===== config.mk =====
export PLATFORM = sky130hd
export DESIGN_NAME = toy_fe_rob_alloc
export DESIGN_NICKNAME = d
export VERILOG_FILES = /design/src/rtl/toy_fe_rob_alloc.sv
export SDC_FILE = /design/constraint.sdc
export NUM_CORES = 1
export LEC_CHECK = 0
export ABC_AREA = 1
export CAP_MARGIN = 20
export CORE_UTILIZATION = 35
export DETAILED_ROUTE_END_ITERATION = 7
export SLEW_MARGIN = 20
export SYNTH_ARGS = -nofsm -noshare
export SYNTH_HDL_FRONTEND = slang
export SYNTH_SLANG_ARGS = --single-unit

===== constraint.sdc =====
create_clock -name clk -period 5.9 [get_ports clk]
set_input_delay 1.18 -clock clk [delete_from_list [all_inputs] [get_ports clk]]
set_output_delay 1.18 -clock clk [all_outputs]
set_load 0.05 [all_outputs]

===== src/rtl/toy_fe_rob_alloc.sv =====
// ----------------------------------------------------------------------------
// toy_fe_rob_alloc
// Responder side of the frontend ROB pre-allocation interface. Hands out
// fetch-ROB entry IDs in order, records icache fills per entry, and retires
// filled entries in order. A whole-ROB flush marks in-flight fills as stale so
// that their late responses are absorbed instead of corrupting a re-allocated
// entry. Only IDs and status live here; entry data is stored elsewhere.
//
// Ports:
//   clk, rst_n              clock, asynchronous active-low reset
//   rob_prealloc_req        allocate the entry offered on rob_prealloc_entry_id
//   rob_prealloc_entry_id   tail entry ID (next to allocate)
//   rob_rdy                 allocation accepted this cycle (combinational)
//   rob_flush               drop all allocated entries
//   icache_resp_vld/_id     fill-complete strobe and the entry it fills
//   rob_deq_vld             head entry filled and retireable (combinational)
//   rob_deq_entry_id        head entry ID
//   rob_deq_rdy             consumer accepts the head
//   rob_occupancy           number of allocated entries
// ----------------------------------------------------------------------------

package toy_pack;
    localparam int unsigned ROB_ENTRY_ID_WIDTH = 4;
endpackage

module toy_fe_rob_alloc #(
    parameter int unsigned ENTRY_NUM = 16,
    parameter int unsigned ID_WIDTH  = toy_pack::ROB_ENTRY_ID_WIDTH
) (
    input  logic                clk,
    input  logic                rst_n,
    input  logic                rob_prealloc_req,
    output logic [ID_WIDTH-1:0] rob_prealloc_entry_id,
    output logic                rob_rdy,
    input  logic                rob_flush,
    input  logic                icache_resp_vld,
    input  logic [ID_WIDTH-1:0] icache_resp_entry_id,
    output logic                rob_deq_vld,
    output logic [ID_WIDTH-1:0] rob_deq_entry_id,
    input  logic                rob_deq_rdy,
    output logic [ID_WIDTH:0]   rob_occupancy
);

    localparam int unsigned PTR_W = ID_WIDTH + 1;

    // Pointers carry an extra wrap bit above the index
    logic [PTR_W-1:0]     r_head;
    logic [PTR_W-1:0]     r_tail;
    logic [ENTRY_NUM-1:0] r_vld;
    logic [ENTRY_NUM-1:0] r_done;
    logic [ENTRY_NUM-1:0] r_stale;

    logic [ID_WIDTH-1:0]  w_head_idx;
    logic [ID_WIDTH-1:0]  w_tail_idx;
    logic                 w_full;
    logic                 w_alloc;
    logic                 w_deq;
    logic [ENTRY_NUM-1:0] w_resp_dec;
    logic [ENTRY_NUM-1:0] w_alloc_dec;
    logic [ENTRY_NUM-1:0] w_deq_dec;
    logic [ENTRY_NUM-1:0] w_pend;
    logic [ENTRY_NUM-1:0] w_fill;
    logic [ENTRY_NUM-1:0] w_absorb;

    logic [PTR_W-1:0]     w_head_nxt;
    logic [PTR_W-1:0]     w_tail_nxt;
    logic [ENTRY_NUM-1:0] w_vld_nxt;
    logic [ENTRY_NUM-1:0] w_done_nxt;
    logic [ENTRY_NUM-1:0] w_stale_nxt;

    assign w_head_idx = r_head[ID_WIDTH-1:0];
    assign w_tail_idx = r_tail[ID_WIDTH-1:0];
    assign w_full     = (w_head_idx == w_tail_idx) && (r_head[ID_WIDTH] != r_tail[ID_WIDTH]);

    // A stale entry at the tail holds allocation until its late response lands
    assign rob_rdy     = ~w_full & ~r_stale[w_tail_idx] & ~rob_flush;
    assign rob_deq_vld = r_vld[w_head_idx] & r_done[w_head_idx] & ~rob_flush;

    assign w_alloc = rob_prealloc_req & rob_rdy;
    assign w_deq   = rob_deq_vld & rob_deq_rdy;

    // One-hot entry decodes for the three per-entry events
    assign w_resp_dec  = icache_resp_vld ? (ENTRY_NUM'(1) << icache_resp_entry_id) : '0;
    assign w_alloc_dec = w_alloc ? (ENTRY_NUM'(1) << w_tail_idx) : '0;
    assign w_deq_dec   = w_deq   ? (ENTRY_NUM'(1) << w_head_idx) : '0;

    // Pending = allocated and awaiting fill; a response either fills it or,
    // on a flushed-while-pending entry, just clears the stale mark
    assign w_pend   = r_vld & ~r_done;
    assign w_fill   = w_resp_dec & w_pend;
    assign w_absorb = w_resp_dec & ~w_pend & r_stale;

    // Next-state: flush wins over allocation and dequeue
    always_comb begin
        w_head_nxt  = r_head;
        w_tail_nxt  = r_tail;
        w_vld_nxt   = r_vld;
        w_done_nxt  = r_done;
        w_stale_nxt = r_stale & ~w_absorb;
        if (rob_flush) begin
            // A fill arriving in the flush cycle counts, so that entry is not stale
            w_stale_nxt = (r_stale & ~w_absorb) | (w_pend & ~w_resp_dec);
            w_vld_nxt   = '0;
            w_done_nxt  = '0;
            w_head_nxt  = r_tail;
        end else begin
            w_vld_nxt  = (r_vld & ~w_deq_dec) | w_alloc_dec;
            w_done_nxt = (r_done | w_fill) & ~w_deq_dec & ~w_alloc_dec;
            w_head_nxt = r_head + PTR_W'(w_deq);
            w_tail_nxt = r_tail + PTR_W'(w_alloc);
        end
    end

    // State registers
    always_ff @(posedge clk or negedge rst_n) begin
        if (!rst_n) begin
            r_head  <= '0;
            r_tail  <= '0;
            r_vld   <= '0;
            r_done  <= '0;
            r_stale <= '0;
        end else begin
            r_head  <= w_head_nxt;
            r_tail  <= w_tail_nxt;
            r_vld   <= w_vld_nxt;
            r_done  <= w_done_nxt;
            r_stale <= w_stale_nxt;
        end
    end

    assign rob_prealloc_entry_id = w_tail_idx;
    assign rob_deq_entry_id      = w_head_idx;
    assign rob_occupancy         = r_tail - r_head;

endmodule


==> results.md, run 1 <==
* Status: finished, final reports clean
* CTS resizes at 0
* Buffers & Inverters on Critical Path at 3
* CP max stage cell: clkdlybuf4s50_1
* Clk_skew at ~9.6 ps
* Fin nets at around 590
* Drt drc at 0
* Leading area contributor after synthesis: dfrtp_1
* Register area share after synthesis at 37.5%
* Syn. warnings at 0
* CTS Hold Bufs at 0
* Placed Instance Area at about 0.0041 mm^2
* Max FO, Critical Path at 55
* Compound-cell area share of the yosys netlist at between 9 and 10%
* WP data arrival at roughly 3500 ps
* CTS tree: done
* CTS buffer count at 9
* Placeable Area at 0.0108 mm^2
* Asr flop ratio synth at between 90% and 100%
* Total Routing Usage GR at 20.5%
* Fill cells at approximately 1100
* Worst path cell trace: buf_2 -> inv_1 -> nand2_2 -> nor2_4 -> clkdlybuf4s50_1
* GPL Wtd Cong at 0.893
* Unrepaired setup endpoints after global routing: no
* Clk_lat worst skew at between 300 and 400 ps
* Largest net degree at the start of global routing at between 50 and 60
* Via count at 3579
* Area growth, synth to finish at 11.3%
* Post-synthesis xor/xnor area fraction at between 1.5 and 2%
* Synth top area cells: dfrtp_1 37%, nand2_1 14%, nor2_1 8.3%
* Post-CTS Setup Bufs at 0
* Port Buffers at 24
* Number of synthesized flops with an enable pin at 0
* Setup-failing EPs final at 0
* Setup_tns at 0 ps
* Post-route cell area at roughly 0.0043 mm^2
* DIE AREA at about 0.011 mm^2
* Syn Inst Count at approximately 570
* Layout cells sized above 1 at 6.39%
* # rows at 38
* Die W at roughly 110 um
* PwrDens at ~420 mW/mm^2
* Syn Area/Cell at around 6.8 um^2
* Mux cell area share after synthesis at 0%
* Post-Syn Nets at roughly 590
* Max Freq at around 0.21 GHz
* Tightest Hold Check Type: reg2reg
* Crit. End Element: output port
* Switching Fraction at about 50%
* Comb pwr share at roughly 48%
* Clk slew on worst S/H paths at roughly 80 ps
* Hpwl dp at ~8000 um
* H-tree depth at 3
* Initial Utilization at ~36%
* Most frequent cell after synthesis: nand2_1
* Via density at 4.98
* Sw Pwr at 0.909 mW
* Ys flop type: dfrtp_1
* Max-Cap Viols at 0
* P_leak at a little under 2 nW
* Largest family of logic cells by synthesized area: simple AND/OR/NAND/NOR gates
* DR iter-0 viols at 226
* Ports at 25
* Routed wire per std cell at between 10 and 15 um
* Die Height at around 110 um
* Clk buf depth at 2
* Crit path time final at approximately 4700 ps
* Final hold slack at about 520 ps
* First drt pass iteration count at 5
* Sequential cell fraction of total power at 30.9%
* CP top delay family: buffers and inverters
* Rel. slew slack at between 30% and 40%
* Yosys cell types at 36
* Slew Viols, Final at 0
* Worst Max-Slew Pin Slew at roughly 1000 ps
* Diodes inserted at 0
* VDD IR-drop max at about 570 uV
* Top cell type's share of synthesized area at between 30% and 40%
* Num Clock Sinks at between 50 and 60
* CP Data Required Time at roughly 4700 ps
* Pre-CTS WS at roughly 1200 ps
* Max incr delay on CP at around 900 ps
* WS Path Type: in2out
* Vias in the first global route at 3432
* Initial antenna violation count at 0
* Remaining Overflow, GRT at 0
* Final hold vios at 0
* Startpoint types: input port
* Adder-cell share of the synthesized area at under 10%
* First-pass GRT wire length at ~18000 um
* Commonest cells post-synth: 144 x nand2_1, 86 x nor2_1, 74 x inv_1
* Final Cycle Share at roughly four fifths
* Final worst slack at approximately 1200 ps
* #FFs+latches synth at between 50 and 60
* Clk root buf: clkbuf_8
* Clk pwr share at between 20% and 30%
* Simple-Gate Fraction of Synth Area at 36.0%
* Synthesized area at a little under 0.004 mm^2
* Power Internal at 0.915 mW
* DRT antenna net count at 0
* Routed WL at between 10000 and 15000 um
-- power groups by stage --
stage               clock [mW]  sequential (mW)  combinational, mW
floorplan                    0            0.495              0.704
global placement             0            0.568              0.867
detailed placement           0            0.571              0.875
CTS                      0.392            0.563              0.877
global route             0.408            0.575              0.953
finish                   0.384            0.564              0.876
-- routing by layer --
layer,routed length [um],vias up,track usage [%]
met5,0,-,0
met1,5280,1673,28.7
met4,127,0,6.26
met3,424,13,3.10
met2,4900,82,32.5
li1,-,1811,-
-- final timing paths --
kind                       slack, ps     endpoint  cells past startpoint       start
max                             1250  rob_deq_vld                      5   rob_flush
min                              520   r_stale[9]                      2  r_stale[9]
max reg2reg                     2650    r_head[4]                     16   r_head[0]
min reg2reg                      520   r_stale[9]                      2  r_stale[9]
max in group asynchronous       4420  r_stale[14]                      2       rst_n
min in group asynchronous        990    r_head[2]                      2       rst_n
-- tightest hold or removal path: stages (launching register included) --
cell     delay (ps)
dfrtp_1         350
o21ai_0          80
nand2_1          60
-- logic make-up (layout without fill, tap and decap cells) --
| logic type | Yosys count | after routing |
|---|---|---|
| buffers and inverters | 105 | 117 |
| XOR/XNOR | 7 | 7 |
| adder cells (fa/ha/maj) | 9 | 9 |
| flip-flops | 58 | 58 |
| AND/OR/NAND/NOR | 320 | 320 |
| AO/OA/AOI/OAI | 68 | 68 |
-- metrics by stage --
step	utilization (%)	total power, mW	instances
after floorplan	-	1.20	567
after CTS	39.9	1.83	719
after global routing	39.9	1.94	719
after global placement	38.1	1.43	703
after detailed placement	38.1	1.45	703
final	39.9	1.82	719
-- sequential cells by signal, summed over array words and instances (netlist names) --
name / cells
r_head: 5
r_tail: 5
r_done: 16
r_stale: 16
r_vld: 16
-- layout make-up --
cell class	instances	area (um^2)	share of cell area [%]
Clock inverter	7	78.8	1.83
Tap cell	140	175	4.06
Timing Repair Buffer	25	238	5.51
Sequential cell	58	1450	33.7
Inverter	76	290	6.73
Clock buffer	9	124	2.87
Multi-Input combinational cell	404	1950	45.3
-- layout by cell type (no fill, tap or decap), types with 2 or more instances in the layout --
master / n
inv_1: 74
a22oi_1: 2
buf_2: 2
dfrtp_1: 58
o21ai_0: 21
o21ai_1: 3
o22ai_1: 6
a21oi_1: 25
nand2_1: 144
nor3_1: 19
nand3_1: 39
clkdlybuf4s50_1: 22
nand3_2: 9
and3_1: 2
xor2_1: 3
clkbuf_8: 9
clkinvlp_4: 3
nor2_2: 4
o21bai_1: 7
ha_1: 8
nor2_1: 86
clkinv_4: 2
xnor2_1: 4
nand4_1: 13
inv_6: 2
No activity file was read; power rests on OpenSTA's default activity.
==> inputs of run 2 (changes only) <==
==> constraint.sdc (replaced) <==
create_clock -name clk -period 4.5 [get_ports clk]
set_input_delay 0.9 -clock clk [delete_from_list [all_inputs] [get_ports clk]]
set_output_delay 0.9 -clock clk [all_outputs]
set_load 0.05 [all_outputs]
==> run 2 against run 1 <==
Effect of this change:
- power rose by 37%
- sequential power rose by 22%
- flip-flop and latch count did not move
- sequential share of layout area fell by 0.63 points
- global-route usage rose by 0.70 points
- combinational power rose by 38%
- clock-buffer cell count rose by 1
- hold slack got worse by 1.4 ps
- first-iteration DRC count rose by 29%
- clock skew barely moved
- via count rose by 1.6%
- highest routed layer unchanged
==> results.md, run 2 (synthesis results as in run 1) <==
* P_leak at 2.03 nW (+3.2%)
* Post-CTS Setup Bufs at 0 (unchanged)
* Drt drc at 0 (unchanged)
* Hpwl dp at 8620 um (+8.3%)
* First drt pass iteration count at 5 (unchanged)
* Placed cells at 710 (+1.0%)
* Tightest Hold Check Type: reg2reg
* Setup-failing EPs final at 0 (unchanged)
* Biggest registers after layout: r_done: 16 flops, r_stale: 16 flops, r_vld: 16 flops
* Vias in the first global route at 3419 (-0.38%)
* FF/Latch Area at 0.00145 mm^2 (unchanged)
* CTS tree: done
* Setup_tns at 0 ps (unchanged)
* Initial Utilization at 35.9% (unchanged)
* Total Routing Usage GR at 21.2% (+0.70 points)
* Slew Viols, Final at 0 (unchanged)
* Pre-CTS WS at 682 ps (-554 ps)
* Final hold slack at 514 ps (-1.36 ps)
* PwrDens at 568 mW/mm^2 (+34%)
* Via count at 3635 (+1.6%)
* Reg2Reg Depth at 18 (+2)
* Ports at 25 (unchanged)
* Initial antenna violation count at 0 (unchanged)
* Clk_skew at 9.72 ps (+0.126 ps)
* Max FO, Critical Path at 11 (-80%)
* Clk slew on worst S/H paths at 70 ps (about the same)
* Hold path depth at 2 (unchanged)
* Max Freq at around 0.23 GHz
* CTS resizes at 0 (unchanged)
* Pwr Total at 2.50 mW (+37%)
* Diodes inserted at 0 (unchanged)
* Crit path time final at ~4300 ps
* Startpoint types: flop
* Final hold vios at 0 (unchanged)
* Final Cycle Share at between 90% and 100%
* Port Buffers at 24 (unchanged)
* WP data arrival at 3360 ps (-110 ps)
* DR iter-0 viols at 291 (+29%)
* Most common cell after layout, fill and taps aside: nand2_1
* Unrepaired setup endpoints after global routing: no
* Area growth, synth to finish at 13.4%
* Status: finished, final reports clean
* WS Path Type: reg2out
* Routed WL at 11400 um (+6.0%)
* First-pass GRT wire length at 18100 um (+1.2%)
* GPL Wtd Cong at 1.01 (+13%)
* Clk_lat worst skew at 370 ps (about the same)
* Die Height at 107 um (unchanged)
* Final worst slack at 241 ps (-1000 ps)
* Worst Max-Slew Pin Slew at 757 ps (-254 ps)
* Remaining Overflow, GRT at 0 (unchanged)
* DRT antenna net count at 0 (unchanged)
* # rows at 38 (unchanged)
* Max-Cap Viols at 0 (unchanged)
* Fin nets at 600 (+1.2%)
* Rel. slew slack at 49.5% (+17 points)
* DIE AREA at 0.0115 mm^2 (unchanged)
* CP Data Required Time at 3600 ps (-1120 ps)
* Via density at 5.01 (+0.59%)
* Clk buf depth at 2 (unchanged)
* Num Clock Sinks at 58 (unchanged)
* Die W at 107 um (unchanged)
* Layout cells sized above 1 at 7.34% (+0.95 points)
* Crit. End Element: output port
* Layout Cells excl Fill at 726 (+0.97%)
* VDD IR-drop max at 771 uV (+35%)
* Fill cells at 1100 (-2.0%)
* H-tree depth at 3 (unchanged)
* Clk root buf: clkbuf_8
* CTS buffer count at 9 (unchanged)
* Multi-input logic area at 0.00195 mm^2 (unchanged)
* CTS Hold Bufs at 0 (unchanged)
* Routed wire per std cell at 15.7 um (+5.0%)
* Most frequent cells in the layout: 144 x nand2_1, 86 x nor2_1, 74 x inv_1
* Placeable Area at 0.0108 mm^2 (unchanged)
* Largest net degree at the start of global routing at 59 (unchanged)
## run 2: cell count changes in the layout (fill, tap and decap cells not counted), sizes merged
| cell | previous run | this run |
|---|---|---|
| bufinv | 1 | 3 |
| clkinv | 2 | 3 |
| inv | 77 | 76 |
| buf | 3 | 10 |
| clkinvlp | 3 | 0 |
| clkbuf | 9 | 10 |
## run 2: worst paths after layout
path | endpoint | start | slack [ps]
max in group asynchronous | r_vld[15] | rst_n | 3300
hold reg to reg | r_stale[11] | r_stale[11] | 510
setup / recovery | rob_rdy | r_head[2] | 240
hold / removal | r_stale[11] | r_stale[11] | 510
setup reg to reg | r_head[4] | r_head[0] | 1350
min in group asynchronous | r_tail[2] | rst_n | 690
## run 2: layer usage
layer,share of wire [%],GRT usage [%]
met5,0,0
met1,47,28.2
met2,46,33.1
met4,3.4,10.9
met3,3.9,3.40
## run 2: per-stage QoR
| stage | utilization [%] | cell area (um^2) |
|---|---|---|
| after detailed placement | 38.6 | 4160 |
| after floorplan | - | 3870 |
| after global placement | 38.6 | 4160 |
| after CTS | 40.7 | 4390 |
| after global routing | 40.7 | 4390 |
| final | 40.7 | 4390 |
## run 2: worst max-delay path, stage by stage, from the launching register on
cell and delay (ps):
dfrtp_1 560, inv_1 220, ha_1 380, nand2_1 110
inv_1 40, a31oi_1 250, nand2_1 110, nor2_2 340
nand2_1 130, inv_1 70, clkdlybuf4s50_1 790
## run 2: power breakdown
part | internal [mW] | total [mW] | switching [mW] | leakage (nW)
Sequential | 0.590 | 0.690 | 0.100 | 0.782
Clock | 0.365 | 0.592 | 0.227 | 0.120
Combinational | 0.368 | 1.21 | 0.845 | 1.13
Total | 1.32 | 2.50 | 1.17 | 2.03
## run 2: layout make-up
class | count | share of cell area, %
tap | 140 | 3.99
timing repair buffer | 32 | 6.61
inverter | 76 | 6.61
multi-input combinational | 404 | 44.5
clock inverter | 6 | 2.39
sequential | 58 | 33.0
clock buffer | 10 | 2.90
